[src/rtl/regfile_scoreboard_pkg.sv]
// Purpose : shared constants and types for the integer register file / scoreboard slice.
// Latency : n/a (definitions only).
// Backpressure: n/a.
package regfile_scoreboard_pkg;

    localparam int NREG      = 32;
    localparam int XLEN      = 32;
    localparam int CNT_W     = 2;
    localparam int REG_IDX_W = 5;

    typedef logic [REG_IDX_W-1:0] reg_idx_t;
    typedef logic [XLEN-1:0]      xdata_t;
    typedef logic [CNT_W-1:0]     cnt_t;

    localparam reg_idx_t ZERO_REG = '0;

    // True when an enabled access targets idx and idx is a real (non-x0) register.
    function automatic logic idx_hit(input logic en, input reg_idx_t target, input reg_idx_t idx);
        return en && (target == idx) && (idx != ZERO_REG);
    endfunction

endpackage

[src/rtl/regfile_scoreboard_if.sv]
// Purpose : decode read/issue, writeback and kill signals plus the regfile responses.
// Latency : n/a (wiring only); master = pipeline side, slave = register file.
// Backpressure: hazard is the only stall indication back to decode.
interface regfile_scoreboard_if;
    import regfile_scoreboard_pkg::*;

    reg_idx_t rs1_addr;
    reg_idx_t rs2_addr;
    xdata_t   rs1_data;
    xdata_t   rs2_data;
    logic     wb_RegWrite;
    reg_idx_t wb_RegDest;
    xdata_t   wb_data;
    logic     issue_valid;
    logic     issue_RegWrite;
    reg_idx_t issue_rd;
    logic     kill_valid;
    reg_idx_t kill_rd;
    logic     hazard;
    logic     sb_overflow;
    logic     sb_underflow;

    modport master (
        output rs1_addr, rs2_addr, wb_RegWrite, wb_RegDest, wb_data,
               issue_valid, issue_RegWrite, issue_rd, kill_valid, kill_rd,
        input  rs1_data, rs2_data, hazard, sb_overflow, sb_underflow
    );

    modport slave (
        input  rs1_addr, rs2_addr, wb_RegWrite, wb_RegDest, wb_data,
               issue_valid, issue_RegWrite, issue_rd, kill_valid, kill_rd,
        output rs1_data, rs2_data, hazard, sb_overflow, sb_underflow
    );

endinterface

[src/rtl/regfile_scoreboard_sb_counter.sv]
// Purpose : one saturating pending-write counter (+1 issue, -0..2 retire/kill per cycle).
// Latency : count visible one cycle after the event; o_ovf/o_unf are same-cycle pulses.
// Backpressure: none; out-of-range results clamp and pulse a flag instead of stalling.
// Ports   : clk, rst (async high), i_inc, i_dec_count, o_cnt, o_ovf, o_unf.
module sb_counter #(
    parameter int CNT_W = 2
) (
    input  logic             clk,
    input  logic             rst,
    input  logic             i_inc,
    input  logic [1:0]       i_dec_count,
    output logic [CNT_W-1:0] o_cnt,
    output logic             o_ovf,
    output logic             o_unf
);
    // Two extra bits hold the signed net result (range -2 .. max+1).
    localparam int W = CNT_W + 2;
    localparam logic signed [W-1:0] MAX_S = W'((1 << CNT_W) - 1);

    logic [CNT_W-1:0]     r_cnt;
    logic signed [W-1:0]  w_net;
    logic [CNT_W-1:0]     w_next;

    always_comb begin
        w_net  = $signed({2'b00, r_cnt})
               + $signed({{(W-1){1'b0}}, i_inc})
               - $signed({{(W-2){1'b0}}, i_dec_count});
        o_unf  = w_net[W-1];
        o_ovf  = !o_unf && (w_net > MAX_S);
        w_next = w_net[CNT_W-1:0];
        if (o_ovf) begin
            w_next = '1;
        end else if (o_unf) begin
            w_next = '0;
        end
    end

    always_ff @(posedge clk or posedge rst) begin
        if (rst) begin
            r_cnt <= '0;
        end else begin
            r_cnt <= w_next;
        end
    end

    assign o_cnt = r_cnt;

endmodule

[src/rtl/regfile_scoreboard.sv]
// Purpose : RV32I integer register file with writeback bypass and per-register pending-write scoreboard.
// Latency : reads combinational (same-cycle wb bypass); writes and scoreboard updates land next cycle.
// Backpressure: hazard asserts while a read source has an unresolved pending write; decode stalls.
// Ports   : clk, rst (async high), bus (regfile_scoreboard_if.slave).
module regfile_scoreboard
    import regfile_scoreboard_pkg::*;
(
    input  logic                 clk,
    input  logic                 rst,
    regfile_scoreboard_if.slave  bus
);

    xdata_t     r_regs [NREG];
    logic       r_ovf;
    logic       r_unf;

    logic       w_wb_en;
    cnt_t       w_cnt  [NREG];
    logic [NREG-1:0] w_ovf;
    logic [NREG-1:0] w_unf;

    assign w_wb_en = bus.wb_RegWrite && (bus.wb_RegDest != ZERO_REG);

    // x0 is never written, so r_regs[0] stays at its reset value of zero.
    always_ff @(posedge clk or posedge rst) begin
        if (rst) begin
            for (int i = 0; i < NREG; i++) begin
                r_regs[i] <= '0;
            end
        end else if (w_wb_en) begin
            r_regs[bus.wb_RegDest] <= bus.wb_data;
        end
    end

    function automatic xdata_t read_port(input reg_idx_t addr);
        if (addr == ZERO_REG) begin
            return '0;
        end else if (w_wb_en && (bus.wb_RegDest == addr)) begin
            return bus.wb_data;
        end
        return r_regs[addr];
    endfunction

    assign bus.rs1_data = read_port(bus.rs1_addr);
    assign bus.rs2_data = read_port(bus.rs2_addr);

    assign w_cnt[0] = '0;
    assign w_ovf[0] = 1'b0;
    assign w_unf[0] = 1'b0;

    for (genvar g = 1; g < NREG; g++) begin : g_sb
        logic       w_inc;
        logic [1:0] w_dec;

        assign w_inc = bus.issue_valid && bus.issue_RegWrite && (bus.issue_rd == REG_IDX_W'(g));
        assign w_dec = {1'b0, idx_hit(bus.wb_RegWrite, bus.wb_RegDest, REG_IDX_W'(g))}
                     + {1'b0, idx_hit(bus.kill_valid,  bus.kill_rd,    REG_IDX_W'(g))};

        sb_counter #(.CNT_W(CNT_W)) u_cnt (
            .clk         (clk),
            .rst         (rst),
            .i_inc       (w_inc),
            .i_dec_count (w_dec),
            .o_cnt       (w_cnt[g]),
            .o_ovf       (w_ovf[g]),
            .o_unf       (w_unf[g])
        );
    end

    // A writeback landing this cycle is covered by the bypass, so it retires one
    // pending write early. A zero count with a stray writeback reads as not pending.
    function automatic logic pending(input reg_idx_t addr);
        cnt_t wb_credit;
        wb_credit = cnt_t'(idx_hit(bus.wb_RegWrite, bus.wb_RegDest, addr));
        return (addr != ZERO_REG) && (w_cnt[addr] > wb_credit);
    endfunction

    assign bus.hazard = pending(bus.rs1_addr) || pending(bus.rs2_addr);

    always_ff @(posedge clk or posedge rst) begin
        if (rst) begin
            r_ovf <= 1'b0;
            r_unf <= 1'b0;
        end else begin
            r_ovf <= r_ovf || (|w_ovf);
            r_unf <= r_unf || (|w_unf);
        end
    end

    assign bus.sb_overflow  = r_ovf;
    assign bus.sb_underflow = r_unf;

endmodule

[src/flat_wrapper.sv]
// flat-port wrapper written by rule: the top's interface ports become plain ports
module regfile_scoreboard_flat import regfile_scoreboard_pkg::*;
  (clk, rst, bus_rs1_addr, bus_rs2_addr, bus_wb_RegWrite, bus_wb_RegDest, bus_wb_data, bus_issue_valid, bus_issue_RegWrite, bus_issue_rd, bus_kill_valid, bus_kill_rd, bus_rs1_data, bus_rs2_data, bus_hazard, bus_sb_overflow, bus_sb_underflow);
  regfile_scoreboard_if bus_i ();
  input  logic clk;
  input  logic rst;
  input wire logic [$bits(bus_i.rs1_addr)-1:0] bus_rs1_addr;
  input wire logic [$bits(bus_i.rs2_addr)-1:0] bus_rs2_addr;
  input wire logic [$bits(bus_i.wb_RegWrite)-1:0] bus_wb_RegWrite;
  input wire logic [$bits(bus_i.wb_RegDest)-1:0] bus_wb_RegDest;
  input wire logic [$bits(bus_i.wb_data)-1:0] bus_wb_data;
  input wire logic [$bits(bus_i.issue_valid)-1:0] bus_issue_valid;
  input wire logic [$bits(bus_i.issue_RegWrite)-1:0] bus_issue_RegWrite;
  input wire logic [$bits(bus_i.issue_rd)-1:0] bus_issue_rd;
  input wire logic [$bits(bus_i.kill_valid)-1:0] bus_kill_valid;
  input wire logic [$bits(bus_i.kill_rd)-1:0] bus_kill_rd;
  output wire logic [$bits(bus_i.rs1_data)-1:0] bus_rs1_data;
  output wire logic [$bits(bus_i.rs2_data)-1:0] bus_rs2_data;
  output wire logic [$bits(bus_i.hazard)-1:0] bus_hazard;
  output wire logic [$bits(bus_i.sb_overflow)-1:0] bus_sb_overflow;
  output wire logic [$bits(bus_i.sb_underflow)-1:0] bus_sb_underflow;
  assign bus_i.rs1_addr = bus_rs1_addr;
  assign bus_i.rs2_addr = bus_rs2_addr;
  assign bus_i.wb_RegWrite = bus_wb_RegWrite;
  assign bus_i.wb_RegDest = bus_wb_RegDest;
  assign bus_i.wb_data = bus_wb_data;
  assign bus_i.issue_valid = bus_issue_valid;
  assign bus_i.issue_RegWrite = bus_issue_RegWrite;
  assign bus_i.issue_rd = bus_issue_rd;
  assign bus_i.kill_valid = bus_kill_valid;
  assign bus_i.kill_rd = bus_kill_rd;
  assign bus_rs1_data = bus_i.rs1_data;
  assign bus_rs2_data = bus_i.rs2_data;
  assign bus_hazard = bus_i.hazard;
  assign bus_sb_overflow = bus_i.sb_overflow;
  assign bus_sb_underflow = bus_i.sb_underflow;
  regfile_scoreboard u_core (.clk(clk), .rst(rst), .bus(bus_i));
endmodule
[config.mk]
export PLATFORM = sky130hd
export DESIGN_NAME = regfile_scoreboard_flat
export DESIGN_NICKNAME = d
export VERILOG_FILES = /design/src/rtl/regfile_scoreboard_pkg.sv /design/src/rtl/regfile_scoreboard_if.sv /design/src/rtl/regfile_scoreboard_sb_counter.sv /design/src/rtl/regfile_scoreboard.sv /design/src/flat_wrapper.sv
export SDC_FILE = /design/constraint.sdc
export NUM_CORES = 2
export LEC_CHECK = 0
export CAP_MARGIN = 20
export CORE_MARGIN = 5
export CORE_UTILIZATION = 53
export DETAILED_ROUTE_END_ITERATION = 6
export PLACE_DENSITY_LB_ADDON = 0.1
export SETUP_SLACK_MARGIN = 0.15
export SLEW_MARGIN = 20
export SYNTH_ARGS = -nofsm -noshare
export SYNTH_HDL_FRONTEND = slang
export SYNTH_SLANG_ARGS = --single-unit
[constraint.sdc]
create_clock -name clk -period 93.4 [get_ports clk]
set_clock_uncertainty 0.15 [all_clocks]
set_input_delay 14.01 -clock clk [delete_from_list [all_inputs] [get_ports clk]]
set_output_delay 14.01 -clock clk [all_outputs]
set_load 0.02 [all_outputs]
==> summary.md <==
| Metric | Value |
|---|---|
| CP dominant cell by count | buf_4 |
| Worst r2r dst | u_core.bus.sb_overflow$_DFF_PP0_ |
| Req. time, crit path | 79.24 ns |
| Post-synthesis cell type count | 59 |
| WL final | approximately 210,000 um |
| Unrepaired setup endpoints after global routing | no |
| Total Routing Usage GR | 34.0% |
| Pre-CTS worst setup slack | about 60 ns |
| CTS tree | yes |
| ANT cells | 0 |
| Synth Area in XOR/XNOR | less than 1% |
| Slew margin rel. | 26.9% |
| CTS clk-pin slew, worst paths | ~0.060 ns |
| Placed Cells | 6,535 |
| Nets | 5,372 |
| Post-CTS Setup Bufs | 0 |
| VDD IR max | 0.0165 mV |
| FF+latch count, synth | 1,088 |
| CTS Hold Buffers Added | 0 |
| Share of cells above drive strength 1 | a little under a third |
| Post-Synth Simple-Gate Area | 10.6% |
| Worst R2R Path Depth | 10 |
| Most used flip-flop cell after synthesis | dfrtp_1 |
| Mean routed wirelength per cell | 31.6 um |
| Synth Instances | between 5k and 6k |
| Hold Crit Class | register to register |
| Worst stage delay on the critical path | 0.74 ns |
| Die W | 355 um |
| DP HPWL | 123,000 um |
| Post-synthesis compound-gate area fraction | 4.10% |
| DR vias/cell | between 6 and 7 |
| Die height | about 350 um |
| Main combinational cell family by area after synthesis | multiplexers |
| Critical path class | input port to output pin |
| Final Critical Period | 33.55 ns |
| DRC Markers | 0 |
| Layout area overhead | 10.7% |
| Fin. max-slew vios | 0 |
| Via count | 45.3k |
| Crit path buf inv count | 5 |
| Setup ws final | 59.85 ns |
| Most frequent cells in the layout | nand2_1, dfrtp_1, mux4_2 |
| RR Startpoint | u_core.g_sb[29].u_cnt.o_cnt[0]$_DFF_PP0_ |
| Fin crit share | a little over a third |
| Post-CTS Resized | 0 |
| CTS buffer count | 120 |
| Initial antenna violation count | 4 |
| Largest net degree at the start of global routing | 176 |
| Mapped cell area | 0.0630 mm2 |
| Crit start category | input port |
| Synth warn | 0 |
| Hold path cells | 0 |
| Power Density | 22.1 mW/mm2 |
| Worst hold endpoint | u_core.r_regs[1018]$_DFFE_PP0P_ |
| Root Buffer | clkbuf_16 |
| Asr flop ratio synth | 100% |
| Total die area | 0.126 mm2 |
| Post-Layout Cell Count | about 6.8k |
| Clock Path Buffers | 3 |
| IO Pins | 130 |
| Max FO, Critical Path | 39 |
| Reg-to-reg setup timing slack | 90.22 ns |
| DR iter-0 viols | 5,305 |
| Endpoints failing hold | 0 |
| Post-Synth Adder-Cell Area | around 4.5% |
| Hold_sp | u_core.r_regs[1018]$_DFFE_PP0P_ |
| Port bufs | 129 |
| Post-synth EDFFs | 0 |
| Critical Path End Type | output pin |
| Placer congestion estimate | between 0.9 and 1 |
| Syn_nets | around 5.4k |
| First-pass GRT wire length | ~310,000 um |
| Average size of a mapped cell | between 10 and 15 um2 |
| Crit-path cells | buf_8 > buf_4 > buf_4 > buf_4 > mux4_2 > mux4_2 > mux2i_1 > ha_1 > o221ai_1 > a21oi_1 > o221ai_1 > clkdlybuf4s50_1 |
| Mux cell area share after synthesis | about a third |
| Setup TNS Final | 0 ns |
| Clock Sinks | 1,088 |
| Worst slew pin tran | roughly 1.1 ns |
| Core region area | 0.118 mm2 |
| ANT nets after route | 0 |
| Initial cell density of the core | between 50% and 60% |
| CP max-delay cell | buf_4 |
| Clock Latency Late Sink | 0.73 ns |
| Max Cap Violations | 0 |
| Register area share after synthesis | 43.2% |
| Vias in the first global route | 45.4k |
| Finish-stage setup viols | 0 |
| Gr ovfl total | 0 |
| Initial DRT Pass Iterations | 6 |
| Hold Slack | 0.248 ns |
| Htree depth | 3 |
| Critical Path AT | just under 20 ns |
| Cell leakage power | 0.0315 uW |
| FP Rows | 126 |
| Status | finished clean |
| Crit-path leading delay family | buffers and inverters |
| FMAX | between 0.02 and 0.03 GHz |
| Most common cell after layout, fill and taps aside | nand2_1 |
## cell usage after synthesis (4+ instances only)
cell type	number	area share, %
a211oi_1	57	0.68
a21o_1	22	0.26
a21oi_1	75	0.60
a221o_1	16	0.25
a221oi_1	22	0.31
a222oi_1	5	0.079
a22o_1	8	0.11
a22oi_1	51	0.61
a31oi_1	8	0.079
a32o_1	4	0.064
and2_1	22	0.22
buf_1	43	0.26
buf_2	132	1.0
buf_4	28	0.33
buf_6	9	0.16
clkbuf_1	249	1.5
dfrtp_1	1088	43
fa_1	62	2.0
ha_1	126	2.5
inv_1	155	0.92
mux2_2	580	10
mux2i_1	42	0.67
mux4_2	617	22
nand2_1	1388	8.3
nand2b_1	15	0.15
nand3_1	20	0.16
nand3b_1	9	0.11
nand4_1	7	0.069
nor2_1	125	0.74
nor2b_1	34	0.34
nor3_1	18	0.14
nor3b_1	6	0.071
nor4_1	8	0.079
o2111ai_1	5	0.069
o211ai_1	7	0.083
o21a_1	9	0.11
o21ai_0	21	0.17
o22ai_1	6	0.060
o31a_1	22	0.31
o31ai_1	7	0.083
or3_1	5	0.050
xnor2_1	26	0.36
xor2_1	4	0.056
## worst max path at each step
stage	start	endpoint	slack [ns]	cells past startpoint
3_3_place_gp	bus_rs1_addr[0]	bus_hazard	59.72	12
5_1_grt	bus_rs1_addr[0]	bus_hazard	59.46	12
2_1_floorplan	rst	u_core.bus.sb_overflow$_DFF_PP0_	48.61	1
4_1_cts	bus_rs1_addr[0]	bus_hazard	59.70	12
3_5_place_dp	bus_rs1_addr[0]	bus_hazard	59.69	12
6_report	bus_rs1_addr[0]	bus_hazard	59.85	12
## area by class of cell
| class | instances | area [um2] |
|---|---|---|
| flip-flops and latches | 1088 | 27200 |
| inverters | 155 | 592 |
| repair buffers | 273 | 2440 |
| fillers | 9439 | 48300 |
| clock inverters | 47 | 596 |
| well taps | 1536 | 1920 |
| clock buffers | 177 | 3620 |
| multi-input cells | 3483 | 33400 |
## report_power, final
group,internal (uW),switching [uW]
Combinational,210,180
Sequential,567,77.9
Clock,300,207
Total,1080,465
## sequential cells by signal, summed over array words and instances (netlist names)
register,cells
u_core.bus.sb_overflow,1
u_core.bus.sb_underflow,1
u_core.r_regs,1024
u_core.g_sb.u_cnt.o_cnt,62
## kinds of logic after synthesis
| family | count (synthesis) |
|---|---|
| flip-flops | 1088 |
| buffers and inverters | 616 |
| multiplexers | 1239 |
| AO/OA/AOI/OAI | 358 |
| XOR/XNOR | 30 |
| adder cells (fa/ha/maj) | 188 |
| AND/OR/NAND/NOR | 1668 |
## metrics by stage
stage / area, um2 / power, uW / util (%)
6_report: 69800 / 1540 / 59.1
5_1_grt: 69800 / 1610 / 59.1
4_1_cts: 69800 / 1540 / 59.1
3_5_place_dp: 65600 / 1040 / 55.5
3_3_place_gp: 65600 / 1020 / 55.5
2_1_floorplan: 63000 / 919 / -
## worst reg2reg max path, cell delays in order (launching register included)
cell,delay [ns]
dfrtp_1,0.42
ha_1,0.22
ha_1,0.28
inv_1,0.05
fa_1,0.50
inv_1,0.15
o32ai_1,0.15
a2111oi_0,0.56
nand4_1,0.15
nor3_1,0.25
nand4_1,0.16
## per-layer routing
layer | part of all wire, % | GRT usage [%]
met5 | 0.011 | 0
met1 | 40 | 47.9
met4 | 4.6 | 13.2
met2 | 45 | 51.2
met3 | 10 | 8.77
Note: power is estimated with default switching activity, not from simulation.
